==> src/rtl/cpu_seq_pkg.sv <==
// Shared types and default widths for the cpu_run_sequencer slice.
package cpu_seq_pkg;

  localparam int DEF_DATA_W         = 8;
  localparam int DEF_ADDR_W         = 8;
  localparam int DEF_ARM_CYCLES     = 2;
  localparam int DEF_TIMEOUT_CYCLES = 4096;
  localparam int DEF_CNT_W          = 16;

  typedef enum logic [2:0] {
    IDLE,
    LOAD,
    ARM,
    RUN,
    DUMP_ADDR,
    DUMP_CAP,
    DUMP_OUT,
    FINISH
  } seq_state_t;

  typedef enum logic [1:0] {
    NONE    = 2'b00,
    OK      = 2'b01,
    TIMEOUT = 2'b10
  } seq_status_t;

  // Smallest counter width that can reach terminal count n (at least 1 bit).
  function automatic int timer_w(input int n);
    return (n < 1) ? 1 : $clog2(n + 1);
  endfunction

endpackage

==> src/rtl/cpu_run_sequencer_run_timer.sv <==
// run_timer: clearable, saturating up-counter with a terminal-count flag.
// tc is high in the enabled cycle whose increment brings the count to TERM,
// so a state gated by tc lasts exactly TERM enabled cycles.
module run_timer #(
  parameter int W    = 16,
  parameter int TERM = 4096
) (
  input  logic         clk,
  input  logic         rst_n,
  input  logic         clr,
  input  logic         en,
  output logic [W-1:0] count,
  output logic         tc
);

  localparam logic [W-1:0] MAX     = '1;
  // A terminal count the counter can never reach simply never fires.
  localparam bit           TERM_OK = (TERM >= 1) && ((W >= 31) || (TERM <= (1 << W)));
  localparam logic [W:0]   TERM_V  = (W+1)'(TERM);

  logic [W-1:0] cnt_q, cnt_d;
  logic [W:0]   cnt_inc;

  // Next count: clear wins, otherwise count up and stick at all-ones.
  always_comb begin
    cnt_d = cnt_q;
    if (clr)
      cnt_d = '0;
    else if (en && (cnt_q != MAX))
      cnt_d = cnt_q + W'(1);
  end

  // Counter register.
  always_ff @(posedge clk) begin
    if (!rst_n) cnt_q <= '0;
    else        cnt_q <= cnt_d;
  end

  assign cnt_inc = {1'b0, cnt_q} + (W+1)'(1);
  assign tc      = TERM_OK && en && (cnt_inc == TERM_V);
  assign count   = cnt_q;

endmodule

==> src/rtl/cpu_run_sequencer.sv <==
// cpu_run_sequencer: drives one miniMips run - preload data memory, pulse the
// core out of PC reset, wait for done (or time out), then stream a window of
// data memory back to the host.
// Build option SEQ_RUN_COUNTER_EN: when defined, a CNT_W-wide saturating run
// counter feeds cycle_count; when undefined, cycle_count reads 0 and a minimal
// counter only serves the timeout (same timeout behaviour either way).
module cpu_run_sequencer
  import cpu_seq_pkg::*;
#(
  parameter int DATA_W         = DEF_DATA_W,
  parameter int ADDR_W         = DEF_ADDR_W,
  parameter int ARM_CYCLES     = DEF_ARM_CYCLES,
  parameter int TIMEOUT_CYCLES = DEF_TIMEOUT_CYCLES,
  parameter int CNT_W          = DEF_CNT_W
) (
  input  logic              clk,
  input  logic              rst_n,
  input  logic              req_valid,
  output logic              req_ready,
  input  logic              req_load,
  input  logic [ADDR_W-1:0] load_base,
  input  logic [ADDR_W-1:0] rd_base,
  input  logic [ADDR_W-1:0] rd_len,
  input  logic              ld_valid,
  input  logic [DATA_W-1:0] ld_data,
  input  logic              ld_last,
  output logic              ld_ready,
  output logic              dm_own,
  output logic              dm_we,
  output logic [ADDR_W-1:0] dm_addr,
  output logic [DATA_W-1:0] dm_wdata,
  input  logic [DATA_W-1:0] dm_rdata,
  output logic              start,
  input  logic              done,
  output logic              res_valid,
  output logic [DATA_W-1:0] res_data,
  output logic              res_last,
  input  logic              res_ready,
  output logic              run_done,
  output logic [1:0]        status,
  output logic [CNT_W-1:0]  cycle_count
);

  localparam int ARM_W = timer_w(ARM_CYCLES);
`ifdef SEQ_RUN_COUNTER_EN
  localparam int RUN_W = CNT_W;
`else
  localparam int RUN_W = timer_w(TIMEOUT_CYCLES);
`endif

  seq_state_t        state_q, state_d;
  seq_status_t       status_q, status_d;
  logic [ADDR_W-1:0] load_base_q, load_base_d;
  logic [ADDR_W-1:0] rd_base_q, rd_base_d;
  logic [ADDR_W-1:0] rd_len_q, rd_len_d;
  logic [ADDR_W-1:0] idx_q, idx_d;
  logic [DATA_W-1:0] res_data_q, res_data_d;

  logic [ARM_W-1:0]  arm_cnt;
  logic              arm_tc;
  logic [RUN_W-1:0]  run_cnt;
  logic              run_tc;
  logic              unused_arm;

  // ARM hold: counts cycles spent in ARM, cleared everywhere else.
  run_timer #(.W(ARM_W), .TERM(ARM_CYCLES)) u_arm_tmr (
    .clk   (clk),
    .rst_n (rst_n),
    .clr   (state_q != ARM),
    .en    (state_q == ARM),
    .count (arm_cnt),
    .tc    (arm_tc)
  );
  assign unused_arm = ^arm_cnt;

  // Run length: cleared while arming, counts in RUN, then holds for FINISH.
  run_timer #(.W(RUN_W), .TERM(TIMEOUT_CYCLES)) u_run_tmr (
    .clk   (clk),
    .rst_n (rst_n),
    .clr   (state_q == ARM),
    .en    (state_q == RUN),
    .count (run_cnt),
    .tc    (run_tc)
  );

  // Sequencer next-state and port outputs.
  always_comb begin
    state_d     = state_q;
    status_d    = status_q;
    load_base_d = load_base_q;
    rd_base_d   = rd_base_q;
    rd_len_d    = rd_len_q;
    idx_d       = idx_q;
    res_data_d  = res_data_q;
    req_ready   = 1'b0;
    ld_ready    = 1'b0;
    start       = 1'b1;
    dm_own      = 1'b1;
    dm_we       = 1'b0;
    dm_addr     = rd_base_q + idx_q;
    dm_wdata    = ld_data;
    res_valid   = 1'b0;
    res_last    = 1'b0;
    run_done    = 1'b0;
    case (state_q)
      IDLE: begin
        req_ready = 1'b1;
        if (req_valid) begin
          load_base_d = load_base;
          rd_base_d   = rd_base;
          rd_len_d    = rd_len;
          idx_d       = '0;
          status_d    = NONE;
          state_d     = req_load ? LOAD : ARM;
        end
      end
      LOAD: begin
        ld_ready = 1'b1;
        dm_addr  = load_base_q + idx_q;
        if (ld_valid) begin
          // Gate with reset so the reset edge itself never commits a write.
          dm_we = rst_n;
          idx_d = idx_q + ADDR_W'(1);
          if (ld_last) begin
            idx_d   = '0;
            state_d = ARM;
          end
        end
      end
      ARM: begin
        if (arm_tc) state_d = RUN;
      end
      RUN: begin
        start  = 1'b0;
        dm_own = 1'b0;
        // done takes priority over a coincident timeout.
        if (done) begin
          status_d = OK;
          state_d  = DUMP_ADDR;
        end else if (run_tc) begin
          status_d = TIMEOUT;
          state_d  = DUMP_ADDR;
        end
      end
      DUMP_ADDR: begin
        state_d = (rd_len_q == '0) ? FINISH : DUMP_CAP;
      end
      DUMP_CAP: begin
        res_data_d = dm_rdata;
        state_d    = DUMP_OUT;
      end
      DUMP_OUT: begin
        res_valid = 1'b1;
        res_last  = (idx_q == rd_len_q - ADDR_W'(1));
        if (res_ready) begin
          idx_d   = idx_q + ADDR_W'(1);
          state_d = res_last ? FINISH : DUMP_ADDR;
        end
      end
      FINISH: begin
        run_done = 1'b1;
        state_d  = IDLE;
      end
      default: state_d = IDLE;
    endcase
  end

  // Sequencer registers.
  always_ff @(posedge clk) begin
    if (!rst_n) begin
      state_q     <= IDLE;
      status_q    <= NONE;
      load_base_q <= '0;
      rd_base_q   <= '0;
      rd_len_q    <= '0;
      idx_q       <= '0;
      res_data_q  <= '0;
    end else begin
      state_q     <= state_d;
      status_q    <= status_d;
      load_base_q <= load_base_d;
      rd_base_q   <= rd_base_d;
      rd_len_q    <= rd_len_d;
      idx_q       <= idx_d;
      res_data_q  <= res_data_d;
    end
  end

  assign res_data = res_data_q;
  assign status   = status_q;

`ifdef SEQ_RUN_COUNTER_EN
  logic [CNT_W-1:0] cycle_count_q;

  // Snapshot the run length as the sequence completes.
  always_ff @(posedge clk) begin
    if (!rst_n)                cycle_count_q <= '0;
    else if (state_q == FINISH) cycle_count_q <= run_cnt;
  end
  assign cycle_count = cycle_count_q;
`else
  logic unused_run;
  assign unused_run  = ^run_cnt;
  assign cycle_count = '0;
`endif

endmodule

==> config.mk <==
export PLATFORM = sky130hd
export DESIGN_NAME = cpu_run_sequencer
export DESIGN_NICKNAME = d
export VERILOG_FILES = /design/src/rtl/cpu_seq_pkg.sv /design/src/rtl/cpu_run_sequencer_run_timer.sv /design/src/rtl/cpu_run_sequencer.sv
export SDC_FILE = /design/constraint.sdc
export NUM_CORES = 1
export LEC_CHECK = 0
export ABC_CLOCK_PERIOD_IN_PS = 3000
export CORE_ASPECT_RATIO = 0.6
export CORE_MARGIN = 3
export CORE_UTILIZATION = 25
export DETAILED_ROUTE_END_ITERATION = 8
export GPL_TIMING_DRIVEN = 0
export MAX_ROUTING_LAYER = met4
export SETUP_SLACK_MARGIN = 0.3
export SLEW_MARGIN = 5
export SYNTH_ARGS = -nofsm -noshare
export SYNTH_HDL_FRONTEND = slang
export SYNTH_SLANG_ARGS = --single-unit
==> constraint.sdc <==
create_clock -name clk -period 3 [get_ports clk]
set_input_delay 0.6 -clock clk [delete_from_list [all_inputs] [get_ports clk]]
set_output_delay 0.6 -clock clk [all_outputs]
set_load 0.01 [all_outputs]
==> results of run 1 <==
## per-layer routing
layer  GRT usage  vias to the layer above  share of wire
met3     0.04370                       14          0.063
met1      0.1830                     1515           0.49
li1            -                     1678              -
met5           -                        -              0
met4     0.03503                        0          0.016
met2      0.1956                      117           0.43
## worst min-delay path by stage
stage | start | slack, ns | to | depth (start not counted)
after floorplan | load_base_q[5]$_SDFFE_PN0P_ | 0.44 | load_base_q[5]$_SDFFE_PN0P_ | 2
after global placement | load_base_q[3]$_SDFFE_PN0P_ | 0.45 | load_base_q[3]$_SDFFE_PN0P_ | 2
after detailed placement | rd_base_q[7]$_SDFFE_PN0P_ | 0.46 | rd_base_q[7]$_SDFFE_PN0P_ | 2
after CTS | rd_base_q[2]$_SDFFE_PN0P_ | 0.47 | rd_base_q[2]$_SDFFE_PN0P_ | 2
after global routing | rd_base_q[1]$_SDFFE_PN0P_ | 0.49 | rd_base_q[1]$_SDFFE_PN0P_ | 2
final | rd_base_q[6]$_SDFFE_PN0P_ | 0.46 | rd_base_q[6]$_SDFFE_PN0P_ | 2
## stage by stage
stage / hold slack (ns) / area [µm²] / util / setup WS, ns / std cells
final: 0.4610 / 5279 / 0.3794 / -0.4460 / 751
after CTS: 0.4665 / 5230 / 0.3759 / -0.4613 / 746
after global routing: 0.4879 / 5279 / 0.3794 / -0.5862 / 751
after floorplan: 0.4400 / 3726 / - / -0.01179 / 444
after detailed placement: 0.4606 / 4687 / 0.3368 / -0.7838 / 708
after global placement: 0.4515 / 4687 / 0.3368 / -0.7486 / 708
## layout by cell type (no fill, tap or decap), types with 5 or more instances in the layout
cell             netlist  final
nand2_1               70     70
clkdlybuf4s50_1        0     63
dfxtp_1               60     55
buf_4                 25     50
nor2_1                39     38
a21boi_0              25     25
xnor2_1               24     21
conb_1                 1     16
xor2_1                13     13
mux2i_1               12     12
buf_2                  5     12
clkbuf_1              11     10
ha_1                  13     10
clkbuf_16              0      9
inv_1                 10      8
nor3_1                 8      8
buf_6                  4      7
nand4_1                7      7
and3_1                 7      7
nand3_1                7      7
o21ai_1                5      6
nor2b_1                6      6
mux2_2                 7      5
a21oi_2                1      5
a21oi_1                9      5
## registers in the layout (all words and copies together) (netlist names)
| register | flops |
|---|---|
| rd_len_q | 8 |
| rd_base_q | 8 |
| load_base_q | 8 |
| u_arm_tmr.count | 2 |
| u_run_tmr.count | 13 |
| status | 2 |
| idx_q | 8 |
| state_q | 3 |
| res_data | 8 |
## power by group through the flow
stage	Combinational, µW	Clock, µW	Sequential (µW)
floorplan	765	0	971
global placement	1110	0	989
detailed placement	1130	0	995
CTS	1270	1180	979
global route	1390	1220	993
finish	1280	1150	981
## cells by family after synthesis
family | count (synthesis)
other cells | 1
compound gates | 73
fa+ha+maj | 14
flops | 60
xor+xnor | 37
mux | 19
buf+inv | 55
simple gates | 170
## layout make-up
cell class	instances	area [µm²]
Clock buffer	12	266.5
Buffer	45	300.3
Timing Repair Buffer	99	895.9
Tap cell	192	240.2
Multi-Input combinational cell	329	2256
Clock inverter	4	70.07
Inverter	10	37.54
Fill cell	1422	8636
Sequential cell	60	1212
## worst register-to-register path, stage by stage, from the launching register on
cell and delay [ns]:
dfxtp_1 0.42, ha_1 0.28, nand3_1 0.29, or2_2 0.40, o2111ai_1 0.33, a2111oi_4 0.11, o31ai_1 0.40, mux2i_1 0.22
## repair_timing
item	CTS	global route
setup buffers	22	5
hold buffers	0	0
pin swaps	16	6
endpoints found under the setup margin	9	10
gates resized for setup	53	5
hold endpoints to repair	0	0
==> qor.txt, run 1 <==
LEAKAGE: 0.002168 µW
share of power burned in the clock network: 0.338
via count: 3324
status: finished with violations
Min-Delay Path Class: register to register
GRT Residual Overflow: 0
Comb pwr share: 0.374
count of pins over their slew limit: 0
proportion of synthesized area in mux cells: 0.05496
DR WL/cell: 14.23 µm
post-synth cell types: 65
die area: 16010 µm²
post-DP HPWL: 8.008 mm
CP max-delay cell: dfxtp_4
TNS Setup: -1.814 ns
final setup vio count: 6
internal power: 2329 µW
Period minus WS final: 3.446 ns
number of CTS-inserted buffers: 9
synth cell count leaders: nand2_1, dfxtp_1, nor2_1
R2R Path End: state_q[1]$_SDFFE_PN0P_
CP Launch Type: register
XOR/XNOR share of the synthesized area: 0.08953
sequential share of the synthesized area: 0.3318
first-pass GRT wire length: 16.56 mm
Worst-Margin Slew: 0.6744 ns
complex-gate fraction of the synthesized area: 0.1528
post-route antenna net violation count: 0
clk slew on worst S/H paths: 0.05 ns
Worst Path Arrival: 2.85 ns
largest net degree at the start of global routing: 11
placer's final routability congestion estimate: 0.8680
top-count cell post-synth: nand2_1
antenna violations before repair: 0
Crit Path Class: register to output pin
Simple-Gate Fraction of Synth Area: 0.2264
Adder-Cell Fraction of Synth Area: 0.05047
Req. time, crit path: 2.40 ns
#FFs+latches synth: 60
final setup skew: 0.003950 ns
DR vias/cell: 4.426
drt drc: 0
R2R Setup Slk: 0.47 ns
Rel. slew slack: 0.5474
worst skew pair latency: 0.33 ns
Period Utilization, post-route: 1.149
Post-Syn Instances: 429
MaxCap Viol Count: 0
R2R depth: 7
family with the most delay on the worst path: adder cells
CP Capture Type: output pin
largest family of logic cells by synthesized area: simple AND/OR/NAND/NOR gates
Sw Ratio: 0.3171
Synth top area share: 0.3318
Most used DFF post-synth: dfxtp_1
Syn-to-layout area delta: 45.83%
vias in the first global route: 3245
Final Hold Viols: 0
CP peak stage delay: 0.35 ns
Global Route Usage Sum: 0.1356
Mapped Area: 3620 µm²
initial core utilization: 0.2601
RSZ-0062 raised after global routing: true
Worst Setup SP: state_q[0]$_SDFFE_PN0P_
Fmax: 290.2 MHz
Sequential Power Share: 0.288
Post-synth EDFFs: 0
Die Y: 99.21 µm
Post-Syn Area per Cell: 8.438 µm²
1st-iter DRT viols: 172
fraction of registers with async set or reset after synthesis: 0
H-tree depth: 3
violated checks: setup timing
clk sink count: 60
sw power: 1082 µW
Synth area leader: dfxtp_1
CP Buf/Inv Count: 3
critical path endpoint: dm_addr[6]
cell area power density: 646.2 nW/µm²
layout cells sized above 1: 0.2308
Yosys warnings: 0
VDD IR max: 0.3496 mV
Tot Pwr: 3411 µW
clk buf depth: 2
Port Buffers: 72
ordered cell list for the critical path: buf_6 -> nor3b_4 -> buf_6 -> mux2_4 -> ha_4 -> fa_2 -> a21oi_2 -> nor2_1 -> nor2_2 -> o21bai_1 -> a21oi_2 -> xnor2_1 -> buf_2
PnR worst setup slack: -0.4460 ns
fin nets: 616
synth top area cells: dfxtp_1, nand2_1, xnor2_1, a21boi_0, buf_4
CTS tree: done
Critical R2R Launch: u_run_tmr.count[0]$_SDFFE_PP0P_
row count: 33
Core Footprint: 13910 µm²
io pins: 98
CTS root buffer: clkbuf_16
drt first pass iters: 4
n_diodes: 0
WL final: 10.68 mm
critical path peak fanout: 5
Die X: 161.3 µm
Stages on worst setup path: 13
No activity file was read; power rests on OpenSTA's default activity.
==> run 2, diff against run 1 <==
Settings changed: CORE_ASPECT_RATIO 0.6 to 1.2, PLACE_DENSITY set to 0.46.
==> run 2 against run 1 <==
Compared with the run above: the run still ends with setup timing left; routed wire length down 2.5%; worst setup slack worse by 0.050 ns; global-route usage increased by 0.23 points; final cell count shrank 2.9%; combinational power about the same; count of clock-buffer cells in the layout rose by 1; fmax fell by 1.4%; sequential share of layout area up 0.33 points; core utilization fell by 0.68 points; cell area shrank 1.2%; non-clock buffer count down 1; critical path depth unchanged; largest power group unchanged; highest routed layer unchanged.
==> qor.txt, run 2 (synthesis gave the netlist of run 1 again) <==
io pins: 98 (unchanged)
n_diodes: 0 (unchanged)
drt first pass iters: 4 (unchanged)
initial core utilization: 0.2586 (-0.001512)
Global Route Usage Sum: 0.1379 (+0.002343)
cell area power density: 619.6 nW/µm² (-4.1%)
H-tree depth: 3 (unchanged)
CTS root buffer: clkbuf_16
PnR worst setup slack: -0.4957 ns (-0.04974 ns)
drt drc: 0 (unchanged)
LEAKAGE: 0.002142 µW (-1.2%)
layout cells sized above 1: 0.2258 (-0.004963)
die area: 15970 µm² (-0.26%)
Worst Path Arrival: 2.90 ns (+0.05 ns)
Worst-Margin Slew: 0.6040 ns (-0.07041 ns)
worst skew pair latency: 0.33 ns (about the same)
number of CTS-inserted buffers: 9 (unchanged)
WL final: 10.42 mm (-2.5%)
final setup vio count: 6 (unchanged)
DR vias/cell: 4.560 (+3.0%)
CP Launch Type: register
CTS tree: done
row count: 47 (+42%)
first-pass GRT wire length: 16.48 mm (-0.50%)
post-route antenna net violation count: 0 (unchanged)
Tot Pwr: 3231 µW (-5.3%)
Post-DP Area: 4661 µm² (-0.56%)
Die X: 115.8 µm (-28%)
violated checks: setup timing
Die Y: 137.8 µm (+39%)
critical path peak fanout: 7 (+2)
1st-iter DRT viols: 144 (-16%)
DR WL/cell: 14.29 µm (+0.45%)
clk sink count: 60 (unchanged)
register area: 1215 µm² (+0.21%)
Port Buffers: 72 (unchanged)
Period minus WS final: 3.496 ns (+0.04974 ns)
most frequent cells in the layout: nand2_1, clkdlybuf4s50_1, dfxtp_1
VDD IR max: 0.2919 mV (-17%)
Min-Delay Path Class: register to register
family with the most delay on the worst path: buffers and inverters
commonest non-fill, non-tap cell in the layout: nand2_1
largest net degree at the start of global routing: 11 (unchanged)
Syn-to-layout area delta: 44.07%
final setup skew: 0.006937 ns (+0.002987 ns)
Rel. slew slack: 0.5946 (+0.04726)
Fillers: 1497 (+5.3%)
via count: 3324 (unchanged)
GRT Residual Overflow: 0 (unchanged)
Crit Path Class: register to output pin
# hold bufs at CTS: 0 (unchanged)
clk slew on worst S/H paths: 0.05 ns (about the same)
CP Capture Type: output pin
dpl ws: -0.7980 ns (-0.01420 ns)
Top cell by count, worst path: buf_4
number of flip-flops in the largest register: 13 (unchanged)
ordered cell list for the critical path: buf_6 -> nor3b_4 -> buf_6 -> buf_4 -> mux2_2 -> ha_1 -> inv_1 -> o21bai_1 -> a21oi_2 -> buf_4 -> buf_4 -> xnor2_2 -> buf_2
CP Buf/Inv Count: 7 (+4)
fin nets: 615 (-0.16%)
post-DP HPWL: 7.685 mm (-4.0%)
status: finished with violations
CP peak stage delay: 0.36 ns (about the same)
MaxCap Viol Count: 0 (unchanged)
Core Footprint: 14000 µm² (+0.58%)
vias in the first global route: 3395 (+4.6%)
placer's final routability congestion estimate: 0.8322 (-4.1%)
Final Hold Viols: 0 (unchanged)
Period Utilization, post-route: 1.165 (+0.01658)
area of the multi-input gates: 2253 µm² (-0.11%)
Req. time, crit path: 2.40 ns (about the same)
antenna violations before repair: 0 (unchanged)
Fmax: 286.1 MHz (-1.4%)
count of pins over their slew limit: 0 (unchanged)
Design Area, Final: 5215 µm² (-1.2%)
RSZ-0062 raised after global routing: true
CP max-delay cell: mux2_2
clk buf depth: 2 (unchanged)
==> run 2: cell count changes in the layout (fill, tap and decap cells not counted), sizes merged <==
cell           previous run  this run
clkdlybuf4s50            63        62
buf                      69        68
clkbuf                   23        24
dlygate4sd2               1         2
bufinv                    2         0
clkinv                    2         1
clkinvlp                  0         2
==> run 2: area by class of cell <==
class / instances / share of cell area
multi-input combinational: 329 / 0.4321
clock inverter: 3 / 0.003839
clock buffer: 13 / 0.05182
inverter: 10 / 0.007678
tap: 171 / 0.04103
timing repair buffer: 98 / 0.1730
buffer: 45 / 0.05758
sequential: 60 / 0.2330
==> run 2: timing repair <==
| item | CTS | global route |
|---|---|---|
| setup buffers | 21 | 5 |
| hold endpoints to repair | 0 | 0 |
| endpoints found under the setup margin | 11 | 11 |
| pin swaps | 16 | 9 |
| resized for setup | 58 | 5 |
==> run 2: stage by stage <==
step / utilization / setup TNS [ns] / instances / hold WS (ns)
2_1_floorplan: - / -0.01307 / 444 / 0.4400
3_3_place_gp: 0.3330 / -3.890 / 687 / 0.4520
3_5_place_dp: 0.3330 / -3.753 / 687 / 0.4552
4_1_cts: 0.3678 / -1.695 / 724 / 0.4626
5_1_grt: 0.3726 / -2.712 / 729 / 0.4843
6_report: 0.3726 / -1.868 / 729 / 0.4620
==> run 2: worst register-to-register path: cells and delay by family (launching register included) <==
kind / cells / cell delay, ns
buf+inv: 7 / 0.64
flops: 1 / 0.36
simple gates: 3 / 1.20
compound gates: 3 / 0.42
==> run 2: power by group <==
part	internal [µW]	leakage, µW	switching (µW)
clock	625	0.000138	370
combinational	631	0.00151	624
sequential	893	0.000490	88.5
==> run 2: final timing paths <==
path	startpoint	endpoint	slack, ns	depth (start not counted)
setup / recovery	state_q[2]$_SDFFE_PN0P_	dm_addr[5]	-0.50	13
hold / removal	rd_base_q[5]$_SDFFE_PN0P_	rd_base_q[5]$_SDFFE_PN0P_	0.46	2
setup reg to reg	rd_len_q[1]$_SDFFE_PN0P_	state_q[0]$_SDFFE_PN0P_	0.27	13
hold reg to reg	rd_base_q[5]$_SDFFE_PN0P_	rd_base_q[5]$_SDFFE_PN0P_	0.46	2
==> run 2: routing by layer <==
layer / up-vias / wire length [µm] / track usage
li1: 1681 / - / -
met1: 1540 / 4272 / 0.1515
met2: 77 / 5399 / 0.2364
met3: 26 / 520 / 0.04394
met4: 0 / 224 / 0.04449
met5: - / 0 / -
==> run 3, diff against run 2 <==
Settings changed: CORE_MARGIN 3 to unset, CTS_CLUSTER_SIZE set to 30.
==> run 3 against run 2 <==
Compared with the run above: the run ends with DRC, setup timing left; routed wire length is 2.2% lower; first-iteration DRC count is 37% lower; clock skew hardly changed; sequential share of layout area is 0.61 points lower; worst hold slack worse by 0.00080 ns; worst setup slack better by 0.052 ns; cell area increased by 2.7%; sequential cell count stayed put; combinational power is 9% higher; fmax is 1.5% higher; core utilization grew 1.2 points; critical path type unchanged; critical endpoint is now dm_addr[6].
==> qor.txt, run 3 (synthesis gave the netlist of run 1 again) <==
status: finished with violations
violated checks: DRC, setup timing
CP max-delay cell: fa_2
Worst Path Arrival: 2.84 ns (-0.06 ns)
H-tree depth: 3 (unchanged)
most frequent cells in the layout: nand2_1, clkdlybuf4s50_1, dfxtp_1
Cell Count, Final, Fillers Out: 731 (+0.27%)
antenna violations before repair: 0 (unchanged)
LEAKAGE: 0.002182 µW (+1.9%)
R2R depth: 6 (-7)
post-DP HPWL: 7.428 mm (-3.3%)
MaxCap Viol Count: 0 (unchanged)
TNS Setup: -1.786 ns (+0.08238 ns)
count of pins over their slew limit: 0 (unchanged)
clk sink count: 60 (unchanged)
number of CTS-inserted buffers: 9 (unchanged)
row count: 47 (unchanged)
family with the most delay on the worst path: adder cells
Fillers: 1443 (-3.6%)
Worst Setup SP: state_q[2]$_SDFFE_PN0P_
CP peak stage delay: 0.36 ns (about the same)
RSZ-0062 raised after global routing: true
vias in the first global route: 3239 (-4.6%)
cell area power density: 639.0 nW/µm² (+3.1%)
first-pass GRT wire length: 15.85 mm (-3.8%)
clk slew on worst S/H paths: 0.05 ns (about the same)
largest net degree at the start of global routing: 11 (unchanged)
hold path cells: 2 (unchanged)
placer's final routability congestion estimate: 0.8584 (+3.1%)
Min-Delay Path Class: register to register
1st-iter DRT viols: 91 (-37%)
VDD IR max: 0.3003 mV (+2.9%)
WHS: 0.4612 ns (-0.0007960 ns)
Hold EP: rd_base_q[6]$_SDFFE_PN0P_
n_diodes: 0 (unchanged)
R2R Setup Slk: 0.48 ns (+0.21 ns)
number of flip-flops in the largest register: 13 (unchanged)
Period Utilization, post-route: 1.148 (-0.01728)
ordered cell list for the critical path: buf_6 -> nor3b_4 -> buf_6 -> mux2_4 -> ha_4 -> fa_2 -> a21oi_2 -> nor2_2 -> nor2_2 -> o21bai_1 -> a21oi_2 -> xnor2_2 -> buf_2
Worst-Margin Slew: 0.6195 ns (+0.01546 ns)
Post-DP Area: 4661 µm² (unchanged)
CP Capture Type: output pin
final setup skew: 0.006912 ns (-0.00002532 ns)
DP Cell Count: 687 (unchanged)
DR vias/cell: 4.529 (-0.66%)
drt first pass iters: 6 (+2)
CP Launch Type: register
Core Footprint: 13940 µm² (-0.42%)
Fmax: 290.4 MHz (+1.5%)
Period minus WS final: 3.444 ns (-0.05184 ns)
fin nets: 618 (+0.49%)
Die X: 111.8 µm (-3.5%)
worst skew pair latency: 0.33 ns (about the same)
hold path start: rd_base_q[6]$_SDFFE_PN0P_
CTS tree: done
final setup vio count: 5 (-1)
DR WL/cell: 13.94 µm (-2.5%)
post-layout util: 0.3842 (+0.01163)
post-route antenna net violation count: 0 (unchanged)
Crit Path Class: register to output pin
layout cells sized above 1: 0.2482 (+0.02241)
CTS root buffer: clkbuf_16
via count: 3311 (-0.39%)
Port Buffers: 72 (unchanged)
drt drc: 6 (+6)
Global Route Usage Sum: 0.1418 (+0.003873)
PnR worst setup slack: -0.4439 ns (+0.05184 ns)
io pins: 98 (unchanged)
Die Y: 133.8 µm (-2.9%)
initial core utilization: 0.2597 (+0.001091)
clk buf depth: 2 (unchanged)
Final Hold Viols: 0 (unchanged)
critical path peak fanout: 3 (-4)
Stages on worst setup path: 13 (unchanged)
CP Buf/Inv Count: 3 (-4)
Req. time, crit path: 2.40 ns (about the same)
Critical R2R Launch: u_run_tmr.count[3]$_SDFFE_PP0P_
Syn-to-layout area delta: 47.94%
Rel. slew slack: 0.5842 (-0.01038)
Design Area, Final: 5355 µm² (+2.7%)
GRT Residual Overflow: 0 (unchanged)
die area: 14970 µm² (-6.3%)
WL final: 10.19 mm (-2.2%)
commonest non-fill, non-tap cell in the layout: nand2_1
R2R Path End: state_q[1]$_SDFFE_PN0P_
[run 3: cell count changes in the layout (fill, tap and decap cells not counted), sizes merged]
cell      delta
buf          +3
bufinv       +2
clkbuf       -3
clkinv       +1
clkinvlp     -1
[run 3: layer usage]
layer | track usage | vias up | wire length [µm]
li1 | - | 1680 | -
met1 | 0.1556 | 1528 | 4380
met2 | 0.2440 | 86 | 5154
met3 | 0.04157 | 17 | 452
met4 | 0.04880 | 0 | 200
met5 | - | - | 0
[run 3: how the worst max path moves through the flow]
stage / end
global placement: dm_addr[7]
global route: dm_addr[6]
finish: dm_addr[6]
CTS: dm_addr[6]
floorplan: dm_addr[6]
detailed placement: dm_addr[6]
[run 3: through the flow]
stage | setup WS (ns) | power, µW
final | -0.4439 | 3422
after detailed placement | -0.8134 | 2116
after global routing | -0.5884 | 3624
after floorplan | -0.01179 | 1736
after global placement | -0.7842 | 2111
after CTS | -0.4837 | 3406
[run 3: final cells by class]
| class | count | area, µm² | area share |
|---|---|---|---|
| multi-input combinational | 329 | 2345 | 0.4379 |
| sequential | 60 | 1215 | 0.2269 |
| timing repair buffer | 101 | 932.1 | 0.1741 |
| buffer | 45 | 300.3 | 0.05607 |
| clock buffer | 10 | 229.0 | 0.04276 |
| tap | 171 | 214.0 | 0.03995 |
| clock inverter | 5 | 77.57 | 0.01449 |
| inverter | 10 | 42.54 | 0.007944 |
[run 3: worst min-delay path, cell delays in order, from the launching register on]
cell and delay [ns]:
dfxtp_1 0.30, nand2_1 0.04, a21boi_0 0.06
[run 3: timing repair]
item / CTS / global route
pin swaps: 15 / 9
buffers inserted: 26 / 3
hold buffers: 0 / 0
endpoints found under the setup margin: 11 / 10
hold endpoints to repair: 0 / 0
resized for setup: 61 / 20
[run 3: power breakdown]
group | switching, µW | internal, µW
Combinational | 651 | 704
Clock | 365 | 719
Sequential | 90.4 | 893
